File: src/rtl/fifo_sel_rd_ctrl_pkg.sv
// Shared select-code layout and read-controller state encoding.
package fifo_sel_rd_ctrl_pkg;

  localparam int SEL_W         = 8;
  localparam int SEL_VALID_BIT = 7;
  localparam int SEL_IDX_W     = 7;

  localparam logic [SEL_W-1:0] NON_FIFO_CHOOSE = 8'd0;

  typedef enum logic [1:0] {
    IDLE = 2'd0,
    HDR  = 2'd1,
    PAY  = 2'd2,
    DONE = 2'd3
  } rd_state_t;

  function automatic logic sel_valid(input logic [SEL_W-1:0] code);
    return code[SEL_VALID_BIT];
  endfunction

  function automatic logic [SEL_IDX_W-1:0] sel_idx(input logic [SEL_W-1:0] code);
    return code[SEL_IDX_W-1:0];
  endfunction

endpackage

File: src/rtl/fifo_sel_rd_ctrl_stall_timer.sv
// Counts consecutive empty cycles; expire is combinational on the STALL_MAX-th one.
// Clear has priority; the counter self-clears on expiry.
module rd_stall_timer #(
  parameter int STALL_MAX = 255
) (
  input  logic glb_clk,
  input  logic glb_areset_n,
  input  logic clear,
  input  logic count_en,
  output logic expire
);

  localparam int CW = (STALL_MAX < 2) ? 1 : $clog2(STALL_MAX + 1);

  logic [CW-1:0] cnt;

  // cnt holds the number of earlier empty cycles, so the current one is cnt+1
  assign expire = count_en && (cnt == CW'(STALL_MAX - 1));

  always_ff @(posedge glb_clk or negedge glb_areset_n) begin
    if (!glb_areset_n) begin
      cnt <= '0;
    end else if (clear || expire) begin
      cnt <= '0;
    end else if (count_en) begin
      cnt <= cnt + 1'b1;
    end
  end

endmodule

File: src/rtl/fifo_sel_rd_ctrl.sv
// Drains one length-prefixed packet from the arbiter-selected show-ahead FIFO per select code.
// Zero-latency mux/pop; out_ready low simply holds the word, only an empty FIFO arms the stall abort.
module fifo_sel_rd_ctrl
  import fifo_sel_rd_ctrl_pkg::*;
#(
  parameter int PORT_NUM  = 4,
  parameter int DATA_W    = 32,
  parameter int LEN_W     = 8,
  parameter int STALL_MAX = 255
) (
  input  logic                       glb_clk,
  input  logic                       glb_areset_n,
  input  logic [SEL_W-1:0]           fifo_sel_code,
  input  logic [PORT_NUM*DATA_W-1:0] fifo_dout,
  input  logic [PORT_NUM-1:0]        fifo_empty,
  output logic [PORT_NUM-1:0]        fifo_rd_en,
  output logic [DATA_W-1:0]          out_data,
  output logic                       out_valid,
  input  logic                       out_ready,
  output logic                       out_sop,
  output logic                       out_eop,
  output logic [SEL_IDX_W-1:0]       out_port,
  output logic                       busy,
  output logic                       pkt_done,
  output logic                       err_abort,
  output logic                       err_badsel,
  output logic [15:0]                pkt_cnt
);

  localparam logic [SEL_IDX_W-1:0] PORT_LIMIT = SEL_IDX_W'(PORT_NUM);

  rd_state_t            state, state_nxt;
  logic [SEL_IDX_W-1:0] idx;
  logic [LEN_W-1:0]     cnt;
  logic [LEN_W-1:0]     hdr_len;
  logic [DATA_W-1:0]    sel_data;
  logic                 sel_empty;
  logic                 active;
  logic                 xfer;
  logic                 stall_expire;
  logic [SEL_IDX_W-1:0] code_idx;
  logic                 code_ok;
  logic                 code_bad;

  assign code_idx = sel_idx(fifo_sel_code);
  assign code_ok  = sel_valid(fifo_sel_code) && (code_idx <  PORT_LIMIT);
  assign code_bad = sel_valid(fifo_sel_code) && (code_idx >= PORT_LIMIT);

  // Compare-based mux keeps the 7-bit index from over-indexing the port vectors
  always_comb begin
    sel_empty = 1'b1;
    sel_data  = '0;
    for (int p = 0; p < PORT_NUM; p++) begin
      if (idx == SEL_IDX_W'(p)) begin
        sel_empty = fifo_empty[p];
        sel_data  = fifo_dout[p*DATA_W +: DATA_W];
      end
    end
  end

  assign active    = (state == HDR) || (state == PAY);
  assign busy      = (state != IDLE);
  assign out_valid = active && !sel_empty;
  assign xfer      = out_valid && out_ready;
  assign out_data  = active ? sel_data : '0;
  assign out_port  = idx;
  assign hdr_len   = sel_data[LEN_W-1:0];

  always_comb begin
    fifo_rd_en = '0;
    for (int p = 0; p < PORT_NUM; p++) begin
      fifo_rd_en[p] = xfer && (idx == SEL_IDX_W'(p));
    end
  end

  rd_stall_timer #(
    .STALL_MAX (STALL_MAX)
  ) u_stall_timer (
    .glb_clk      (glb_clk),
    .glb_areset_n (glb_areset_n),
    .clear        (!active || !sel_empty),
    .count_en     (active && sel_empty),
    .expire       (stall_expire)
  );

  always_ff @(posedge glb_clk or negedge glb_areset_n) begin
    if (!glb_areset_n) begin
      state <= IDLE;
    end else begin
      state <= state_nxt;
    end
  end

  always_comb begin
    state_nxt  = state;
    out_sop    = 1'b0;
    out_eop    = 1'b0;
    pkt_done   = 1'b0;
    err_abort  = 1'b0;
    err_badsel = 1'b0;
    case (state)
      IDLE: begin
        if (fifo_sel_code != NON_FIFO_CHOOSE) begin
          if (code_ok) begin
            state_nxt = HDR;
          end else if (code_bad) begin
            err_badsel = 1'b1;
          end
        end
      end
      HDR: begin
        out_sop = 1'b1;
        out_eop = out_valid && (hdr_len == '0);
        if (stall_expire) begin
          err_abort = 1'b1;
          state_nxt = IDLE;
        end else if (xfer) begin
          state_nxt = (hdr_len == '0) ? DONE : PAY;
        end
      end
      PAY: begin
        out_eop = (cnt == LEN_W'(1));
        if (stall_expire) begin
          err_abort = 1'b1;
          state_nxt = IDLE;
        end else if (xfer && (cnt == LEN_W'(1))) begin
          state_nxt = DONE;
        end
      end
      DONE: begin
        pkt_done  = 1'b1;
        state_nxt = IDLE;
      end
      default: state_nxt = IDLE;
    endcase
  end

  // Index is captured only in IDLE, so code changes mid-packet cannot redirect the drain
  always_ff @(posedge glb_clk or negedge glb_areset_n) begin
    if (!glb_areset_n) begin
      idx <= '0;
    end else if ((state == IDLE) && code_ok) begin
      idx <= code_idx;
    end
  end

  always_ff @(posedge glb_clk or negedge glb_areset_n) begin
    if (!glb_areset_n) begin
      cnt <= '0;
    end else if (xfer) begin
      if (state == HDR) begin
        cnt <= hdr_len;
      end else if (state == PAY) begin
        cnt <= cnt - 1'b1;
      end
    end
  end

  always_ff @(posedge glb_clk or negedge glb_areset_n) begin
    if (!glb_areset_n) begin
      pkt_cnt <= '0;
    end else if ((state == DONE) && (pkt_cnt != 16'hFFFF)) begin
      pkt_cnt <= pkt_cnt + 16'd1;
    end
  end

endmodule
File: config.mk
export PLATFORM = sky130hd
export DESIGN_NAME = fifo_sel_rd_ctrl
export DESIGN_NICKNAME = d
export VERILOG_FILES = /design/src/rtl/fifo_sel_rd_ctrl_pkg.sv /design/src/rtl/fifo_sel_rd_ctrl_stall_timer.sv /design/src/rtl/fifo_sel_rd_ctrl.sv
export SDC_FILE = /design/constraint.sdc
export NUM_CORES = 1
export LEC_CHECK = 0
export BUFFER_PORTS_ARGS = -buffer_cell sky130_fd_sc_hd__buf_2
export CAP_MARGIN = 0
export CORE_MARGIN = 2
export CORE_UTILIZATION = 39
export DETAILED_ROUTE_END_ITERATION = 10
export GPL_TIMING_DRIVEN = 0
export PLACE_DENSITY_LB_ADDON = 0.25
export SKIP_CTS_REPAIR_TIMING = 1
export SYNTH_ARGS = -nofsm -noshare
export SYNTH_HDL_FRONTEND = slang
export SYNTH_SLANG_ARGS = --single-unit
File: constraint.sdc
create_clock -name glb_clk -period 2.2 [get_ports glb_clk]
set_input_delay 0.11 -clock glb_clk [delete_from_list [all_inputs] [get_ports glb_clk]]
set_output_delay 0.11 -clock glb_clk [all_outputs]
set_load 0.005 [all_outputs]
==> results of run 1 <==
## power breakdown
part | internal (mW) | total (mW) | switching (mW)
Combinational | 1.52 | 2.92 | 1.40
Clock | 0.370 | 0.630 | 0.259
Sequential | 0.878 | 1.03 | 0.154
## critical path, cell delays in order, from the launching register on
cell,delay [ps]
dfrtp_2,420
buf_12,140
mux4_2,550
nor4_1,270
and3_1,230
nor3_1,50
o22ai_1,230
buf_2,160
## cell type report
cell class / instances / area share, %
flip-flops and latches: 41 / 20.9
inverters: 11 / 0.838
clock buffers: 7 / 1.75
clock inverters: 1 / 0.609
repair buffers: 231 / 24.8
well taps: 105 / 2.67
multi-input cells: 248 / 45.2
plain buffers: 19 / 3.22
## placed cells by master (no fill, tap or decap), types with 3 or more instances in the layout
cell	instances
ha_1	8
nand3_1	18
clkbuf_1	6
a21oi_1	5
dfrtp_2	5
a31oi_1	3
nor4_1	4
mux2_2	5
buf_2	209
buf_4	22
nor3b_1	3
mux2i_1	3
a21oi_2	3
nor3_1	8
xor2_1	12
buf_6	6
and3_1	35
nand4_1	5
clkbuf_8	6
o21ai_0	5
nor2b_1	5
mux4_2	32
clkbuf_2	4
nor2_1	30
nand2_1	17
xnor2_1	6
nand2b_1	3
inv_1	11
dfrtp_1	36
## registers in the layout, indices dropped and copies added (netlist names)
name               count
out_port               7
cnt                    8
state                  2
u_stall_timer.cnt      8
pkt_cnt               16
## through the flow
| stage | setup WS (ps) | utilization (%) | setup TNS (ps) |
|---|---|---|---|
| after detailed placement | -283 | 54.3 | -3010 |
| after global placement | -240 | 54.3 | -2540 |
| final | -261 | 60.3 | -1340 |
| after CTS | -620 | 55.8 | -13040 |
| after floorplan | 43.9 | - | 0 |
| after global routing | -318 | 60.3 | -2700 |
## logic make-up after synthesis
logic type / after synthesis
AND/OR/NAND/NOR: 148
flip-flops: 41
multiplexers: 40
AO/OA/AOI/OAI: 33
buffers and inverters: 30
XOR/XNOR: 18
adder cells (fa/ha/maj): 9
## worst max-delay path by stage
stage | from | slack [ps] | end
floorplan | out_port[5] | 40 | state[0]
global placement | out_port[0] | -240 | out_eop
detailed placement | out_port[1] | -280 | out_data[28]
CTS | out_port[1] | -620 | out_data[28]
global route | out_port[0] | -320 | out_eop
finish | out_port[0] | -260 | out_eop
## metal layers
metal / vias up / share of wire, % / GRT usage [%] / wire length, µm
met3: 18 / 7.3 / 5.38 / 843
li1: 1680 / - / - / -
met4: 0 / 1.6 / 7.02 / 190
met5: - / 0 / 0 / 0
met1: 1700 / 42 / 34.2 / 4910
met2: 175 / 49 / 40.3 / 5620
==> results by group, run 1 <==
Run status
  – Failing checks: negative hold slack, negative setup slack
  – Status: complete, but fails checks

Yosys
  – Post-Synth XOR/XNOR Area: 4.82%
  – Area contributors post-synth: dfrtp_1 31%, mux4_2 22%, and3_1 7.1%
  – Compound-Gate Fraction of Synth Area: 7.19%
  – Syn Std Cell Area: 3270 µm²
  – Post-Synthesis Net Count: 471
  – Main synth FF type: dfrtp_1
  – Most common cell in the synthesized netlist: dfrtp_1
  – Post-Synth Simple-Gate Area: 24.6%
  – Unique masters post-synth: 48
  – Instance count of the mapped netlist: 319
  – Sequential share of the synthesized area: 31.4%
  – Register bit total from synthesis: 41
  – Largest family of logic cells by synthesized area: multiplexers
  – EDFF count, synth: 0
  – Mux contribution to synthesized area: 24.7%
  – Yosys warns: 0
  – Synth top area share: 31.4%
  – Cell taking the most area after synthesis: dfrtp_1
  – Synth Area per Inst: 10.3 µm²
  – Asr flop ratio synth: 100%
  – Commonest cells in the netlist: 41 x dfrtp_1, 37 x and3_1, 32 x mux4_2, 32 x nor2_1, 18 x nand3_1
  – Adder-cell share of the synthesized area: 3.44%

Routing
  – Post-Route WL: 11.6 mm
  – Routed via count: 3,573
  – Routed vias/inst: 5.39
  – Drt pass-1 iters: 4
  – Number of DRC markers in iteration 0: 206
  – DRT antenna net count: 0
  – Avg WL per Cell: 17.4 µm
  – DR DRC count: 0

Timing
  – Hold Slack: -50.4 ps
  – Final setup violating endpoints: 11
  – RSZ-0062 raised after global routing: yes
  – Top achievable clock speed: 406 MHz
  – Worst-Margin Slew: 924 ps
  – Max Clock Skew: 10.3 ps
  – Hold Vio Cnt, Final: 41
  – Pins Over Slew Limit: 0
  – Setup ws final: -261 ps
  – Tcrit/Tclk final: 112%
  – Period minus WS final: 2460 ps
  – Slew headroom: 38.4%

Clock tree
  – H-tree depth: 2
  – Sink Count: 41
  – CTS Root Buffer Type: clkbuf_8
  – Clk slew on worst S/H paths: 80 ps
  – CTS Buf Count: 5
  – TritonCTS clock tree: built
  – Clock Tree Buf Depth: 2
  – Clock Latency Late Sink: 290 ps

Critical path
  – Worst setup SP type: flop
  – CP max FO: 9
  – Worst R2R End: state[0]
  – Worst Setup End Kind: primary output
  – CP Class: flop to primary output
  – Critical path required time: 2090 ps
  – Worst Path Arrival: 2350 ps
  – FF-to-FF Start: out_port[4]
  – Depth of the worst register-to-register path: 8
  – R2R Setup Slk: -190 ps

Placement
  – Gpl congestion: 0.903
  – Placed cell area: 4440 µm²
  – IO Port Bufs: 208
  – Hpwl dp: 9.28 mm
  – Placed Instances: 632

GRT
  – GRT Total Usage: 25.1%
  – Largest net degree at the start of global routing: 42
  – Initial antenna violation count: 0
  – First-pass GRT wire length: 17.4 mm
  – Number of global-route vias before repair: 3,420
  – GRT overflow: 0

Cells and area
  – Footprint of the multi-input gates: 2230 µm²
  – Number of fill cells in the layout: 724
  – Finished layout cell area: 4930 µm²
  – Register area: 1030 µm²
  – Ant. Diodes: 0
  – Fin cells: 663
  – Fin nets: 709
  – Synthesis-to-finish area growth: 50.7%
  – Share of cells above drive strength 1: 56.6%

Flow run
  – Maxcap violations: 0

Floorplan
  – Ports: 209
  – Initial Util: 40.0%
  – Area of the core: 8180 µm²
  – Die Area: 9130 µm²
  – DIE WIDTH: 95.6 µm
  – Standard-cell rows: 33
  – Die H: 95.6 µm

Power
  – Max VDD drop: 422 µV
  – Pwr Density: 930 nW/µm²
  – Final Power: 4.58 mW
  – LEAKAGE: 2.58 nW

Worst hold path
  – Hold Crit Class: input port to async pin
Power figures use the tool's default switching activity.
==> run 2, diff against run 1 <==
--- a/config.mk
+++ b/config.mk
@@ -5,10 +5,11 @@
 export SDC_FILE = /design/constraint.sdc
 export NUM_CORES = 1
 export LEC_CHECK = 0
+export ABC_AREA = 1
 export BUFFER_PORTS_ARGS = -buffer_cell sky130_fd_sc_hd__buf_2
 export CAP_MARGIN = 0
 export CORE_MARGIN = 2
-export CORE_UTILIZATION = 39
+export CORE_UTILIZATION = 40
 export DETAILED_ROUTE_END_ITERATION = 10
 export GPL_TIMING_DRIVEN = 0
 export PLACE_DENSITY_LB_ADDON = 0.25
==> results by group, run 2 <==
Clock tree
  – TritonCTS clock tree: built
  – Clock Latency Late Sink: 300 ps (about the same)
  – CTS Root Buffer Type: clkbuf_8
  – H-tree depth: 2 (unchanged)
  – Sink Count: 41 (unchanged)
  – Clk slew on worst S/H paths: 90 ps (about the same)
  – CTS Buf Count: 5 (unchanged)
  – Clock Tree Buf Depth: 2 (unchanged)

Cells and area
  – Most common cell after layout, fill and taps aside: buf_2
  – Top Registers: pkt_cnt x16, cnt x8, u_stall_timer.cnt x8
  – Fin cells: 846 (+28%)
  – Synthesis-to-finish area growth: 42.2%
  – Ant. Diodes: 0 (unchanged)
  – Finished layout cell area: 5010 µm² (+1.6%)
  – Fin nets: 889 (+25%)
  – Biggest register: pkt_cnt
  – Largest register FFs: 16 (unchanged)
  – Commonest non-fill, non-tap cells in the layout: 217 x buf_2, 85 x nand2_1, 56 x nor2_1, 55 x nand3_1, 47 x inv_1
  – Share of cells above drive strength 1: 42.0% (-15 points)

Routing
  – Routed via count: 4,363 (+22%)
  – Avg WL per Cell: 14.5 µm (-17%)
  – Drt pass-1 iters: 5 (+1)
  – Number of DRC markers in iteration 0: 170 (-17%)
  – DRT antenna net count: 0 (unchanged)
  – DR DRC count: 0 (unchanged)
  – Routed vias/inst: 5.16 (-4.3%)
  – Post-Route WL: 12.3 mm (+6.0%)

Floorplan
  – Standard-cell rows: 34 (+3.0%)
  – Die Area: 9570 µm² (+4.7%)
  – Ports: 209 (unchanged)
  – Die H: 97.8 µm (+2.3%)
  – Initial Util: 40.8% (+0.75 points)
  – Area of the core: 8640 µm² (+5.6%)
  – DIE WIDTH: 97.8 µm (+2.3%)

Yosys
  – Syn Std Cell Area: 3520 µm² (+7.6%)
  – Area contributors post-synth: dfrtp_1 29%, nand2_1 9.3%, nand3_1 8.2%
  – Unique masters post-synth: 37 (-23%)
  – Asr flop ratio synth: 100% (unchanged)
  – Synth Area per Inst: 6.91 µm² (-33%)
  – Most common cell in the synthesized netlist: nand2_1
  – Yosys warns: 0 (unchanged)
  – Commonest cells in the netlist: 87 x nand2_1, 59 x nor2_1, 58 x nand3_1
  – Sequential share of the synthesized area: 29.2% (-2.2 points)
  – Synth top area share: 29.2% (-2.2 points)
  – Register bit total from synthesis: 41 (unchanged)
  – Post-Synthesis Net Count: 661 (+40%)
  – EDFF count, synth: 0 (unchanged)
  – Main synth FF type: dfrtp_1
  – Cell taking the most area after synthesis: dfrtp_1
  – Instance count of the mapped netlist: 509 (+60%)

Power
  – Max VDD drop: 312 µV (-26%)
  – LEAKAGE: 2.64 nW (+2.5%)
  – Pwr Density: 638 nW/µm² (-31%)

Placement
  – Gpl congestion: 0.943 (+4.4%)
  – IO Port Bufs: 208 (unchanged)
  – Worst slack, placed: 226 ps (+510 ps)
  – Hpwl dp: 9.88 mm (+6.4%)
  – Placed cell area: 4700 µm² (+5.7%)
  – Placed Instances: 825 (+31%)

Run status
  – Failing checks: negative hold slack
  – Status: complete, but fails checks

Timing
  – Setup ws final: 24.1 ps (+285 ps)
  – Setup_tns: 0 ps (+1340 ps)
  – Hold Vio Cnt, Final: 41 (unchanged)
  – Top achievable clock speed: 460 MHz (+13%)
  – RSZ-0062 raised after global routing: yes
  – Tcrit/Tclk final: 98.9% (-13 points)
  – Pins Over Slew Limit: 0 (unchanged)
  – Slew headroom: 33.4% (-5.0 points)
  – Hold Slack: -60.8 ps (-10.4 ps)
  – Max Clock Skew: 11.7 ps (+1.40 ps)
  – Worst-Margin Slew: 991 ps (+66.7 ps)
  – Period minus WS final: 2180 ps (-285 ps)
  – Final setup violating endpoints: 0 (-11)

GRT
  – Number of global-route vias before repair: 4,273 (+25%)
  – Initial antenna violation count: 0 (unchanged)
  – GRT overflow: 0 (unchanged)
  – First-pass GRT wire length: 19.5 mm (+12%)
  – GRT Total Usage: 25.0% (-0.078 points)
  – Largest net degree at the start of global routing: 42 (unchanged)

Critical path
  – Worst Path Arrival: 2070 ps (-280 ps)
  – Worst setup SP type: flop
  – CP Class: flop to primary output
  – Critical path required time: 2090 ps (about the same)
  – CP max FO: 10 (+1)
  – Worst Setup End Kind: primary output

Flow run
  – Maxcap violations: 0 (unchanged)

Worst hold path
  – Hold Crit Class: input port to async pin
==> run 2: stage by stage <==
| step | util (%) | hold slack (ps) | power, mW |
|---|---|---|---|
| CTS | 55.5 | -21.5 | 3.12 |
| detailed placement | 54.4 | 297 | 2.56 |
| finish | 58.0 | -60.8 | 3.19 |
| floorplan | - | -186 | 2.03 |
| global placement | 54.4 | 291 | 2.53 |
| global route | 58.0 | 15.3 | 3.45 |
==> run 2: power by group <==
| group | switching, mW | internal, mW |
|---|---|---|
| Combinational | 0.958 | 0.644 |
| Clock | 0.268 | 0.284 |
| Sequential | 0.145 | 0.893 |
| Total | 1.37 | 1.82 |
==> run 2: cells by family after synthesis <==
family | count (synthesis) | synth area share, %
AOI/OAI and AO/OA | 101 | 15.6
xor gates and xnor gates | 19 | 4.73
adders and majority gates | 9 | 3.20
buffers and inverters | 81 | 10.6
DFF | 41 | 29.2
and+or+nand+nor | 258 | 36.7
==> run 2: per-layer routing <==
metal  GRT usage [%]  share of wire (%)
met5               0                  0
met4            9.19                3.6
met3            5.01                6.2
met2            47.4                 53
met1            27.4                 37
==> run 2: path summary, 6_finish.rpt <==
kind | startpoint | to | slack (ps) | depth (start not counted)
worst max-delay path | out_port[4] | out_data[15] | 20 | 10
worst min-delay path | glb_areset_n | pkt_cnt[5] | -60 | 1
worst max register to register | state[1] | out_port[0] | 220 | 5
worst min register to register | u_stall_timer.cnt[0] | u_stall_timer.cnt[0] | 480 | 1
max in group asynchronous | glb_areset_n | cnt[2] | 1680 | 1
min in group glb_clk | fifo_sel_code[1] | out_port[1] | 40 | 3
==> run 2: area by class of cell <==
type                       instances  area, µm²
sequential                        41       1030
timing repair buffer             221       1150
fill                             882       3630
buffer                            24        184
inverter                          57        215
multi-input combinational        387       2190
clock buffer                       7       96.3
tap                              108        135
clock inverter                     1       5.00
==> run 2: worst max-delay path: stages, from the launching register on <==
cell	delay [ps]
dfrtp_1	390
inv_2	80
nand2_2	70
nor2_4	210
nand2_2	160
buf_6	170
inv_2	110
buf_4	190
a21oi_1	50
a31oi_1	180
buf_2	150
